[src/rtl/drop_pkg.sv]
// rtl/drop_pkg.sv - shared encodings, display patterns and defaults for drop_sequencer
// Contents: state encoding, msg_sel codes, seven-segment patterns, default parameters.
// Segment patterns are active-high, bit order g..a (bit 6 = g, bit 0 = a); four digits,
// leftmost digit in the most significant 7 bits.
package drop_pkg;

  typedef enum logic [1:0] {
    ST_IDLE = 2'd0,
    ST_ARM  = 2'd1,
    ST_DROP = 2'd2,
    ST_COOL = 2'd3
  } state_e;

  typedef enum logic [1:0] {
    MSG_BLANK = 2'd0,
    MSG_HOT   = 2'd1,
    MSG_DROP  = 2'd2,
    MSG_COLD  = 2'd3
  } msg_e;

  localparam int DEF_CONFIRM     = 3;
  localparam int DEF_DROP_CYCLES = 8;
  localparam int DEF_COOL_CYCLES = 16;

  localparam logic [6:0] SEG_OFF  = 7'h00;
  localparam logic [6:0] SEG_H    = 7'h76;
  localparam logic [6:0] SEG_O_LO = 7'h5C;
  localparam logic [6:0] SEG_T_LO = 7'h78;
  localparam logic [6:0] SEG_D_LO = 7'h5E;
  localparam logic [6:0] SEG_R_LO = 7'h50;
  localparam logic [6:0] SEG_O_UP = 7'h3F;
  localparam logic [6:0] SEG_P    = 7'h73;
  localparam logic [6:0] SEG_C    = 7'h39;
  localparam logic [6:0] SEG_L    = 7'h38;

  localparam logic [27:0] DISP_BLANK = {SEG_OFF, SEG_OFF, SEG_OFF, SEG_OFF};
  localparam logic [27:0] DISP_HOT   = {SEG_OFF, SEG_H, SEG_O_LO, SEG_T_LO};
  localparam logic [27:0] DISP_DROP  = {SEG_D_LO, SEG_R_LO, SEG_O_UP, SEG_P};
  localparam logic [27:0] DISP_COLD  = {SEG_C, SEG_O_LO, SEG_L, SEG_D_LO};

  function automatic logic [27:0] msg_to_disp(input msg_e m);
    case (m)
      MSG_HOT:  return DISP_HOT;
      MSG_DROP: return DISP_DROP;
      MSG_COLD: return DISP_COLD;
      default:  return DISP_BLANK;
    endcase
  endfunction

endpackage

[src/rtl/drop_sequencer_if.sv]
// rtl/drop_sequencer_if.sv - sample/control/status bundle of drop_sequencer
// Inputs to the sequencer: sample_valid, t_act[15:0], t_lim[15:0], drop_en, abort.
// Outputs from the sequencer: drop_activated, busy, state_code[1:0], msg_sel[1:0], drop_count[7:0].
interface drop_sequencer_if;
  logic        sample_valid;
  logic [15:0] t_act;
  logic [15:0] t_lim;
  logic        drop_en;
  logic        abort;
  logic        drop_activated;
  logic        busy;
  logic [1:0]  state_code;
  logic [1:0]  msg_sel;
  logic [7:0]  drop_count;

  modport master (
    output sample_valid, t_act, t_lim, drop_en, abort,
    input  drop_activated, busy, state_code, msg_sel, drop_count
  );

  modport slave (
    input  sample_valid, t_act, t_lim, drop_en, abort,
    output drop_activated, busy, state_code, msg_sel, drop_count
  );
endinterface

[src/rtl/drop_timer.sv]
// rtl/drop_timer.sv - 16-bit loadable down-counter shared by the DROP and COOL phases
// Ports: clk, rst (sync active-high), i_load (load i_value this edge), i_value[15:0],
//        o_expire (count == 1, i.e. the current phase ends on the next edge).
module drop_timer (
  input  logic        clk,
  input  logic        rst,
  input  logic        i_load,
  input  logic [15:0] i_value,
  output logic        o_expire
);

  logic [15:0] r_count;

  // Stops at zero so an idle timer never wraps into a spurious expire.
  always_ff @(posedge clk) begin
    if (rst) begin
      r_count <= '0;
    end else if (i_load) begin
      r_count <= i_value;
    end else if (r_count != 16'd0) begin
      r_count <= r_count - 16'd1;
    end
  end

  assign o_expire = (r_count == 16'd1);

endmodule

[src/rtl/drop_sequencer.sv]
// rtl/drop_sequencer.sv - drop actuator sequencer: qualify, fire, hold, cool down
// Ports: clk, rst (sync active-high), bus (drop_sequencer_if.slave: samples, enable,
//        abort in; drop_activated, busy, state_code, msg_sel, drop_count out).
// Parameters: CONFIRM (1..15), DROP_CYCLES (1..65535), COOL_CYCLES (1..65535).
module drop_sequencer
  import drop_pkg::*;
#(
  parameter int CONFIRM     = DEF_CONFIRM,
  parameter int DROP_CYCLES = DEF_DROP_CYCLES,
  parameter int COOL_CYCLES = DEF_COOL_CYCLES
) (
  input logic               clk,
  input logic               rst,
  drop_sequencer_if.slave   bus
);

  state_e      r_state;
  state_e      w_next;
  logic [3:0]  r_conf_cnt;
  logic [3:0]  w_conf_next;
  msg_e        r_msg;
  msg_e        w_msg_next;
  logic        r_drop_act;
  logic        r_busy;
  logic [7:0]  r_drop_count;
  logic        w_qual;
  logic        w_load;
  logic [15:0] w_load_val;
  logic        w_expire;
  logic        w_enter_drop;

  drop_timer u_timer (
    .clk      (clk),
    .rst      (rst),
    .i_load   (w_load),
    .i_value  (w_load_val),
    .o_expire (w_expire)
  );

  always_comb begin
    w_qual      = bus.sample_valid && bus.drop_en && (bus.t_act < bus.t_lim);
    w_next      = r_state;
    w_conf_next = r_conf_cnt;
    case (r_state)
      ST_IDLE: begin
        if (w_qual) begin
          w_conf_next = 4'd1;
          w_next      = (CONFIRM == 1) ? ST_DROP : ST_ARM;
        end
      end
      ST_ARM: begin
        // Losing the enable disarms even on cycles without a sample.
        if (!bus.drop_en) begin
          w_next      = ST_IDLE;
          w_conf_next = 4'd0;
        end else if (bus.sample_valid) begin
          if (w_qual) begin
            w_conf_next = r_conf_cnt + 4'd1;
            if (w_conf_next == 4'(CONFIRM)) begin
              w_next = ST_DROP;
            end
          end else begin
            w_next      = ST_IDLE;
            w_conf_next = 4'd0;
          end
        end
      end
      ST_DROP: begin
        if (bus.abort || !bus.drop_en || w_expire) begin
          w_next = ST_COOL;
        end
      end
      ST_COOL: begin
        if (w_expire) begin
          w_next      = ST_IDLE;
          w_conf_next = 4'd0;
        end
      end
      default: w_next = ST_IDLE;
    endcase
  end

  // The timer is loaded on the same edge that enters DROP or COOL.
  always_comb begin
    w_enter_drop = (w_next == ST_DROP) && (r_state != ST_DROP);
    w_load       = 1'b0;
    w_load_val   = 16'(DROP_CYCLES);
    if (w_enter_drop) begin
      w_load = 1'b1;
    end else if ((w_next == ST_COOL) && (r_state != ST_COOL)) begin
      w_load     = 1'b1;
      w_load_val = 16'(COOL_CYCLES);
    end
  end

  // Equal temperatures, or a disabled unit that is not cold, leave the message alone.
  always_comb begin
    w_msg_next = r_msg;
    if (w_next == ST_DROP) begin
      w_msg_next = MSG_DROP;
    end else if (bus.sample_valid) begin
      if (bus.drop_en && (bus.t_act > bus.t_lim)) begin
        w_msg_next = MSG_HOT;
      end else if (bus.t_act < bus.t_lim) begin
        w_msg_next = bus.drop_en ? MSG_BLANK : MSG_COLD;
      end
    end
  end

  always_ff @(posedge clk) begin
    if (rst) begin
      r_state      <= ST_IDLE;
      r_conf_cnt   <= 4'd0;
      r_msg        <= MSG_BLANK;
      r_drop_act   <= 1'b0;
      r_busy       <= 1'b0;
      r_drop_count <= 8'd0;
    end else begin
      r_state    <= w_next;
      r_conf_cnt <= w_conf_next;
      r_msg      <= w_msg_next;
      r_drop_act <= (w_next == ST_DROP);
      r_busy     <= (w_next != ST_IDLE);
      if (w_enter_drop && (r_drop_count != 8'hFF)) begin
        r_drop_count <= r_drop_count + 8'd1;
      end
    end
  end

  assign bus.drop_activated = r_drop_act;
  assign bus.busy           = r_busy;
  assign bus.state_code     = r_state;
  assign bus.msg_sel        = r_msg;
  assign bus.drop_count     = r_drop_count;

endmodule

[src/flat_wrapper.sv]
// flat-port wrapper written by rule: the top's interface ports become plain ports
module drop_sequencer_flat import drop_pkg::*;
#(
  parameter int CONFIRM     = DEF_CONFIRM,
  parameter int DROP_CYCLES = DEF_DROP_CYCLES,
  parameter int COOL_CYCLES = DEF_COOL_CYCLES
)
  (clk, rst, bus_sample_valid, bus_t_act, bus_t_lim, bus_drop_en, bus_abort, bus_drop_activated, bus_busy, bus_state_code, bus_msg_sel, bus_drop_count);
  drop_sequencer_if bus_i ();
  input logic clk;
  input logic rst;
  input wire logic [$bits(bus_i.sample_valid)-1:0] bus_sample_valid;
  input wire logic [$bits(bus_i.t_act)-1:0] bus_t_act;
  input wire logic [$bits(bus_i.t_lim)-1:0] bus_t_lim;
  input wire logic [$bits(bus_i.drop_en)-1:0] bus_drop_en;
  input wire logic [$bits(bus_i.abort)-1:0] bus_abort;
  output wire logic [$bits(bus_i.drop_activated)-1:0] bus_drop_activated;
  output wire logic [$bits(bus_i.busy)-1:0] bus_busy;
  output wire logic [$bits(bus_i.state_code)-1:0] bus_state_code;
  output wire logic [$bits(bus_i.msg_sel)-1:0] bus_msg_sel;
  output wire logic [$bits(bus_i.drop_count)-1:0] bus_drop_count;
  assign bus_i.sample_valid = bus_sample_valid;
  assign bus_i.t_act = bus_t_act;
  assign bus_i.t_lim = bus_t_lim;
  assign bus_i.drop_en = bus_drop_en;
  assign bus_i.abort = bus_abort;
  assign bus_drop_activated = bus_i.drop_activated;
  assign bus_busy = bus_i.busy;
  assign bus_state_code = bus_i.state_code;
  assign bus_msg_sel = bus_i.msg_sel;
  assign bus_drop_count = bus_i.drop_count;
  drop_sequencer #(.CONFIRM(CONFIRM), .DROP_CYCLES(DROP_CYCLES), .COOL_CYCLES(COOL_CYCLES)) u_core (.clk(clk), .rst(rst), .bus(bus_i));
endmodule
[config.mk]
export PLATFORM = sky130hd
export DESIGN_NAME = drop_sequencer_flat
export DESIGN_NICKNAME = d
export VERILOG_FILES = /design/src/rtl/drop_pkg.sv /design/src/rtl/drop_sequencer_if.sv /design/src/rtl/drop_timer.sv /design/src/rtl/drop_sequencer.sv /design/src/flat_wrapper.sv
export SDC_FILE = /design/constraint.sdc
export NUM_CORES = 1
export LEC_CHECK = 0
export ABC_AREA = 0
export BUFFER_PORTS_ARGS = -buffer_cell sky130_fd_sc_hd__buf_4
export CAP_MARGIN = 20
export CORE_MARGIN = 8
export CORE_UTILIZATION = 51
export DETAILED_ROUTE_END_ITERATION = 12
export PLACE_DENSITY_LB_ADDON = 0.1
export SYNTH_ARGS = -nofsm -noshare
export SYNTH_HDL_FRONTEND = slang
export SYNTH_SLANG_ARGS = --single-unit
[constraint.sdc]
create_clock -name clk -period 2.55 [get_ports clk]
set_input_delay 0.255 -clock clk [delete_from_list [all_inputs] [get_ports clk]]
set_output_delay 0.255 -clock clk [all_outputs]
set_load 0.005 [all_outputs]
==> out/results.txt, run 1 <==
The run finished with clean final reports. Switching power share of the total: 0.357. For this run, the leading register cell type out of synthesis is dfxtp_1.

Input and output buffers added on the ports amount to 50. The largest net degree at the start of global routing is 18, and the post-route DRC violation count is 0. The internal power of the cells totals 0.00128 W. The tool flagged a number of max-cap violations equal to 0. Setup total negative slack on the finished layout was measured at 0 ns. The count of unique library cells instantiated by Yosys was 56. The tools report the headroom to the max-slew limit as 0.500. In this run, synthesis produced a sequential element count of 34.

The share of post-route cells with drive strength above 1 was 0.253; the average routed wire per standard cell was 13.4 µm. Timing would allow up to 419 MHz. Gates resized during post-CTS repair numbered 0.

The detailed router's first-iteration violation count was 58. In this run the remaining antenna-violating nets after routing total 0. The overall overflow remaining after global route was 0; the power per cell area was 695 mW/mm². The starting density of the core was 0.528. For the initial antenna violation count, the log shows 0.

The global placement routability congestion was 0.855; the later-pin clock latency in the skew report was 0.29 ns. The proportion of synthesized chip area in sequential cells is 0.298. Synthesis warning total: 0. The tree is rooted in a clkbuf_8. The cell count after placement is 380.

The total global routing track utilization was 0.155. From left edge to right edge, the die measures 82.9 µm. Number of vias after detailed routing: 2,139. The share of power burned in combinational logic is 0.394. Summed over all cells, the static leakage comes to 1.27 nW.

In the routed layout, each cell is associated on average with a via count of 5.51. For the met1 track utilization from global routing, the log shows 0.186. The number of hold buffers added after CTS is 0, and the worst hold slack is 0.271 ns. The max-slew violation total from the final report is 0. At the worst endpoint, the required time is 2.74 ns.

The tools report the post-route cell area as 0.00286 mm². Worst clock skew on the final layout: 0.00558 ns. Total net switching power: 0.000710 W. In the layout the commonest cells are buf_4, dfxtp_1, nor2_1. The final layout contains routed wiring with a total length of 5.19 mm.

TritonCTS built the clock tree. Setup repair after global routing left no endpoint under its margin. The layer carrying the most global-route usage is met2. Overall die height: 82.9 µm. The number of levels in the clock H-tree was 2. The area share of the largest cell type after synthesis is 0.298, and the synthesized netlist net count is 334. At the pin with the least slew margin, the transition time is 0.743 ns. The final-stage net count is 393, and the synthesis-to-finish area growth is 25.5%. Biggest area consumer among synthesized cells: dfxtp_1. Dividing the synthesized area by the synthesized cell count gives 8.27 µm². Counting flops with a built-in enable in the synthesized netlist gives 0. The run gives 51 as the number of top-level pins. The via count of the first global-routing pass came out at 2,110. Once the clock tree was built, the setup fixing pass inserted 0 buffers. The number of standard cells after synthesis is 276, and the area occupied by registers is 681 µm². The number of hold-slack violations in the final timing report is 0.

The placed instances occupy a cell area of 0.00275 mm². The worst hold path belongs to the class in -> reg. Setup violations remaining at the end of the flow were counted as 0.

The number of placement rows was 24; the maximum clock insertion buffer count was 2. The total CTS buffers was 5; the core region area was 0.00432 mm². Sorting the synthesized cells by area gives the leading types as dfxtp_1, ha_1, nor2_1.

The worst setup path is of the reg -> reg kind. The fraction of the cycle the final worst path needs is 0.935, and the number of inserted filler cells in the final layout is 391. The kind of end point of the critical path is a flop. The die covers 0.00687 mm².

After layout, the minimum clock period comes to 2.38 ns. The first global-routing pass estimated 9.28 mm of wire. Detailed placement finished with a half-perimeter wire length of 4.12 mm. At the worst endpoint, the arrival time is 2.57 ns. The run gives 0.265 as the global routing met2 resource utilization. The maximum resistive drop on vdd was 0.000292 V. After synthesis the cells add up to 0.00228 mm². The clock input transition at the sequential cells of the worst setup and hold paths is 0.07 ns, and the maximum fanout along the worst path is 5.

Share of synthesized registers carrying an async set or reset: 0. The first-pass detailed-route iteration total is 4, and the clock network fraction of design power is 0.252. The global-route met3 utilization was 0.0361; the count of inserted antenna diode cells was 0. The portion of total power attributed to sequential cells came out at 0.354.

Clock tree synthesis found a total of 34 sinks. In the final layout, the multi-input gates occupy 0.00145 mm². The leading cell type in the layout, fill and taps excluded is buf_4.

The final standard cell count with taps included and fillers excluded is 388. The worst setup path is launched from a flop.
==> flip-flops by register name, indices dropped and copies added (netlist names) <==
| register | cells |
|---|---|
| u_core.bus.drop_count | 8 |
| u_core.bus.state_code | 2 |
| u_core.u_timer.r_count | 16 |
| u_core.r_conf_cnt | 4 |
| u_core.bus.busy | 1 |
| u_core.bus.drop_activated | 1 |
| u_core.bus.msg_sel | 2 |
==> power by group through the flow <==
stage | sequential, W | clock, W | combinational [W]
after floorplan | 0.000697 | 0 | 0.000646
after global placement | 0.000715 | 0 | 0.000779
after detailed placement | 0.000717 | 0 | 0.000778
after CTS | 0.000705 | 0.000515 | 0.000792
after global routing | 0.000721 | 0.000537 | 0.000894
final | 0.000705 | 0.000502 | 0.000785
==> path summary, 6_finish.rpt <==
check	start	end	slack, ns	cells past startpoint
max	u_core.u_timer.r_count[1]	u_core.bus.msg_sel[0]	0.17	8
min	rst	u_core.bus.drop_count[4]	0.27	2
max reg2reg	u_core.u_timer.r_count[1]	u_core.bus.msg_sel[0]	0.17	8
min reg2reg	u_core.u_timer.r_count[8]	u_core.u_timer.r_count[8]	0.47	2
==> kinds of logic (layout without fill, tap and decap cells) <==
group | count (synthesis) | in the layout | share of synthesized area
adder cells (fa/ha/maj) | 21 | 21 | 0.115
AO/OA/AOI/OAI | 65 | 65 | 0.208
buffers and inverters | 36 | 96 | 0.0669
flip-flops | 34 | 34 | 0.298
multiplexers | 6 | 6 | 0.0280
AND/OR/NAND/NOR | 104 | 104 | 0.245
XOR/XNOR | 10 | 10 | 0.0384
==> area by class of cell <==
type                       instances  area share
tap                               52      0.0227
inverter                          28      0.0367
sequential                        34       0.238
clock inverter                     3      0.0157
multi-input combinational        206       0.506
timing repair buffer              60       0.157
clock buffer                       5      0.0240
==> synth_stat cells (4+ instances only) <==
master    n
o21a_1    5
o21ai_0   9
ha_1     21
nand2_1  25
xor2_1    6
nor4_1    6
xnor2_1   4
o31ai_1   4
nand4_1   5
nor2_1   29
or4_1     5
a21o_1    4
nor2b_1   4
dfxtp_1  34
nor3_1    4
a21oi_1  16
inv_1    27
nand3_1   8
==> worst max-delay path, stage by stage, from the launching register on <==
cell and delay (ns):
dfxtp_1 0.32, inv_1 0.09, ha_1 0.14, or4b_2 0.62
nor4_4 0.34, mux2i_1 0.25, o21a_1 0.16, nand2_1 0.09
a2111oi_2 0.28
==> routing by layer <==
layer / wire length [µm] / vias up / part of all wire
met5: 0 / - / 0
met4: 40 / 0 / 0.0077
met3: 193 / 7 / 0.037
met2: 2510 / 44 / 0.48
met1: 2440 / 982 / 0.47
li1: - / 1106 / -
==> metrics by stage <==
stage | worst slack (ns) | util | power [W]
floorplan | 0.271 | - | 0.00134
global placement | 0.213 | 0.636 | 0.00149
detailed placement | 0.160 | 0.636 | 0.00150
CTS | 0.172 | 0.662 | 0.00201
global route | 0.000117 | 0.662 | 0.00215
finish | 0.165 | 0.662 | 0.00199
(Power assumes the default switching activity.)
==> run 2, diff against run 1 <==
Settings changed: GPL_TIMING_DRIVEN set to 0.
==> out/results.txt, run 2 (synthesized netlist as in run 1, its figures left out) <==
The maximum resistive drop on vdd was 0.000420 V (+44%); the clock network fraction of design power was 0.236 (-0.016). The final-stage net count is 394 (+0.25%). The tools report the via count of the first global-routing pass as 2,048 (-2.9%). The leading cell type in the layout, fill and taps excluded is buf_4.

The HPWL after detailed placement is 4.25 mm (+3.2%), and the later-pin clock latency in the skew report is 0.29 ns (about the same). The leakage power is 1.28 nW (+0.62%). For the portion of total power attributed to sequential cells, the log shows 0.354 (about the same). The total net switching power is 0.000727 W (+2.3%).

The initial antenna violation count is 0 (unchanged), and the post-detailed-route via-to-cell ratio is 5.65 (+2.5%). Internal power: 0.00129 W (+0.61%). The smallest setup slack after layout came out at 0.149 ns (-0.0159 ns).

The number of levels in the clock H-tree is 2 (unchanged). The critical path data required time was 2.73 ns (about the same). The tools report the cell count after placement as 376 (-1.1%). The number of endpoints failing setup at the final stage is 0 (unchanged), and the average routed wire per standard cell is 14.6 µm (+9.2%).

Final antenna-violating net count: 0 (unchanged). The starting density of the core is 0.528 (unchanged). Max-slew violation total from the final report: 0 (unchanged).

The critical path goes through ha_1 -> or4b_1 -> o31ai_2 -> nand2_1 -> buf_2 -> nor4_1 -> mux2_2. The clock input transition at the sequential cells of the worst setup and hold paths works out to 0.07 ns (about the same). Time the final worst path needs with I/O delays and setup: 2.40 ns (+0.0159 ns). TritonCTS built the clock tree. The run gives 0 ns (unchanged) as the sum of negative setup slack.

The run finished with clean final reports. The number of hold-slack violations in the final timing report was 0 (unchanged). Switching power share of the total: 0.360 (+0.00383).

The data arrival time of the critical path is 2.58 ns (about the same), and the largest stage delay on the critical path is 0.49 ns (-0.13 ns). Overall overflow remaining after global route: 0 (unchanged). For the area enclosed by the die boundary, the log shows 0.00687 mm² (unchanged).

For the number of hold buffers added after CTS, the log shows 0 (unchanged). The horizontal die dimension works out to 82.9 µm (unchanged). The count of buffers from port buffering was 48 (-4.0%); the detailed router's first-iteration violation count was 147 (+150%). Ranked by flip-flop count, first place goes to u_core.u_timer.r_count.

The post-placement cell area was 0.00271 mm² (-1.5%); the total CTS buffers was 5 (unchanged). For this design, the slowest cell found on the critical path is or4b_1. The count of inserted antenna diode cells came out at 0 (unchanged). The power per cell area came out at 701 mW/mm² (+0.77%).

The number of top-level pins is 51 (unchanged), and the first-pass detailed-route iteration total is 4 (unchanged). The run gives 389 (+0.26%) as the final standard cell count with taps included and fillers excluded. Overall die height: 82.9 µm (unchanged).

The library cells used most frequently in the layout, excluding fill and tap cells, are buf_4, dfxtp_1, nor2_1. The root buffer cell is clkbuf_8. The worst setup path category was reg -> reg. The tools report the pre-CTS setup slack as -0.117 ns (-0.277 ns). The fraction of the cycle the final worst path needs came out at 0.941 (+0.00623). Post-route cell area: 0.00288 mm² (+0.44%). The total wirelength of the detailed-routed design is 5.68 mm (+9.5%). The total global routing track utilization came out at 0.157 (+0.00213).

The tools report the headroom to the max-slew limit as 0.464 (-0.0365). The number of placement rows is 24 (unchanged), and the synthesis-to-finish area growth is 26.0%. Share of post-route cells with drive strength above 1: 0.261 (+0.00815).

The worst setup path is captured at a flop. The tools report the sort of element at the start of the critical path as a flop. Measured slew at the worst slew-check pin: 0.797 ns (+0.0543 ns). The clock sink total was 34 (unchanged); the worst clock skew on the final layout was 0.00420 ns (-0.00138 ns). The cell family contributing the most delay on the critical path was simple AND/OR/NAND/NOR gates.

The number of flip-flops under the largest register name works out to 16 (unchanged). The tools report the post-route DRC violation count as 0 (unchanged). The maximum clock insertion buffer count is 2 (unchanged). The logs give 417 MHz (-0.66%) for the highest clock rate and 0.849 (-0.78%) for the global placement routability congestion. The maximum fanout along the worst path is 10 (+5), and the core region area is 0.00432 mm² (unchanged). The logs give 381 (-2.6%) for the number of inserted filler cells in the final layout and 9.32 mm (+0.44%) for the wire length of the first global-routing pass. For the max-cap violation count, the log shows 0 (unchanged).

The run gives 0.410 (+0.016) as the share of power burned in combinational logic. The sum of buffers and inverters on the critical path was 1 (unchanged). The tools report the number of vias after detailed routing as 2,199 (+2.8%).

In this run the worst hold path is classified as in -> reg. The largest net degree at the start of global routing came out at 11 (-7).
[run 2: power by group through the flow]
stage	sequential [W]	combinational, W	clock (W)
2_1_floorplan	0.000697	0.000646	0
3_3_place_gp	0.000713	0.000777	0
3_5_place_dp	0.000714	0.000799	0
4_1_cts	0.000704	0.000802	0.000484
5_1_grt	0.000726	0.000934	0.000509
6_report	0.000714	0.000826	0.000476
[run 2: final timing paths]
check / start / end / slack, ns / cells after the start
hold reg to reg: u_core.u_timer.r_count[8] / u_core.u_timer.r_count[8] / 0.48 / 2
hold / removal: bus_sample_valid / u_core.bus.msg_sel[0] / 0.41 / 3
setup reg to reg: u_core.r_conf_cnt[0] / u_core.bus.drop_count[3] / 0.15 / 7
setup / recovery: u_core.r_conf_cnt[0] / u_core.bus.drop_count[3] / 0.15 / 7
[run 2: layer usage]
metal	GRT usage	part of all wire	routed length (µm)	up-vias
li1	-	-	-	1110
met1	0.192	0.45	2550	1018
met2	0.256	0.49	2770	65
met3	0.0400	0.053	300	6
met4	0.0591	0.010	57	0
met5	0	0	0	-
[run 2: per-stage QoR]
stage               power [W]  hold slack [ns]  utilization
finish                0.00202            0.408        0.665
detailed placement    0.00151            0.462        0.626
CTS                   0.00199            0.385        0.653
global placement      0.00149            0.451        0.626
floorplan             0.00134            0.442            -
global route          0.00217            0.434        0.665
[run 2: cell type report]
| type | count | area [µm²] | share of cell area |
|---|---|---|---|
| inverter | 28 | 105 | 0.0365 |
| buffer | 8 | 47.5 | 0.0165 |
| multi-input combinational | 206 | 1470 | 0.511 |
| timing repair buffer | 53 | 398 | 0.138 |
| tap | 52 | 65.1 | 0.0226 |
| clock buffer | 8 | 110 | 0.0383 |
| sequential | 34 | 682 | 0.237 |
[run 2: worst register-to-register path, stage by stage (launching register included)]
cell     delay, ns
dfxtp_1       0.38
ha_1          0.27
or4b_1        0.49
o31ai_2       0.13
nand2_1       0.11
buf_2         0.21
nor4_1        0.33
mux2_2        0.37
[run 2: what timing repair did]
| item | 4_1_cts | 5_1_grt |
|---|---|---|
| cloned | 0 | 0 |
| resized for setup | 0 | 6 |
| setup endpoints to repair | 2 | 4 |
| endpoints found under the hold margin | 0 | 0 |
| pin swaps | 1 | 2 |
| buffers inserted | 1 | 4 |
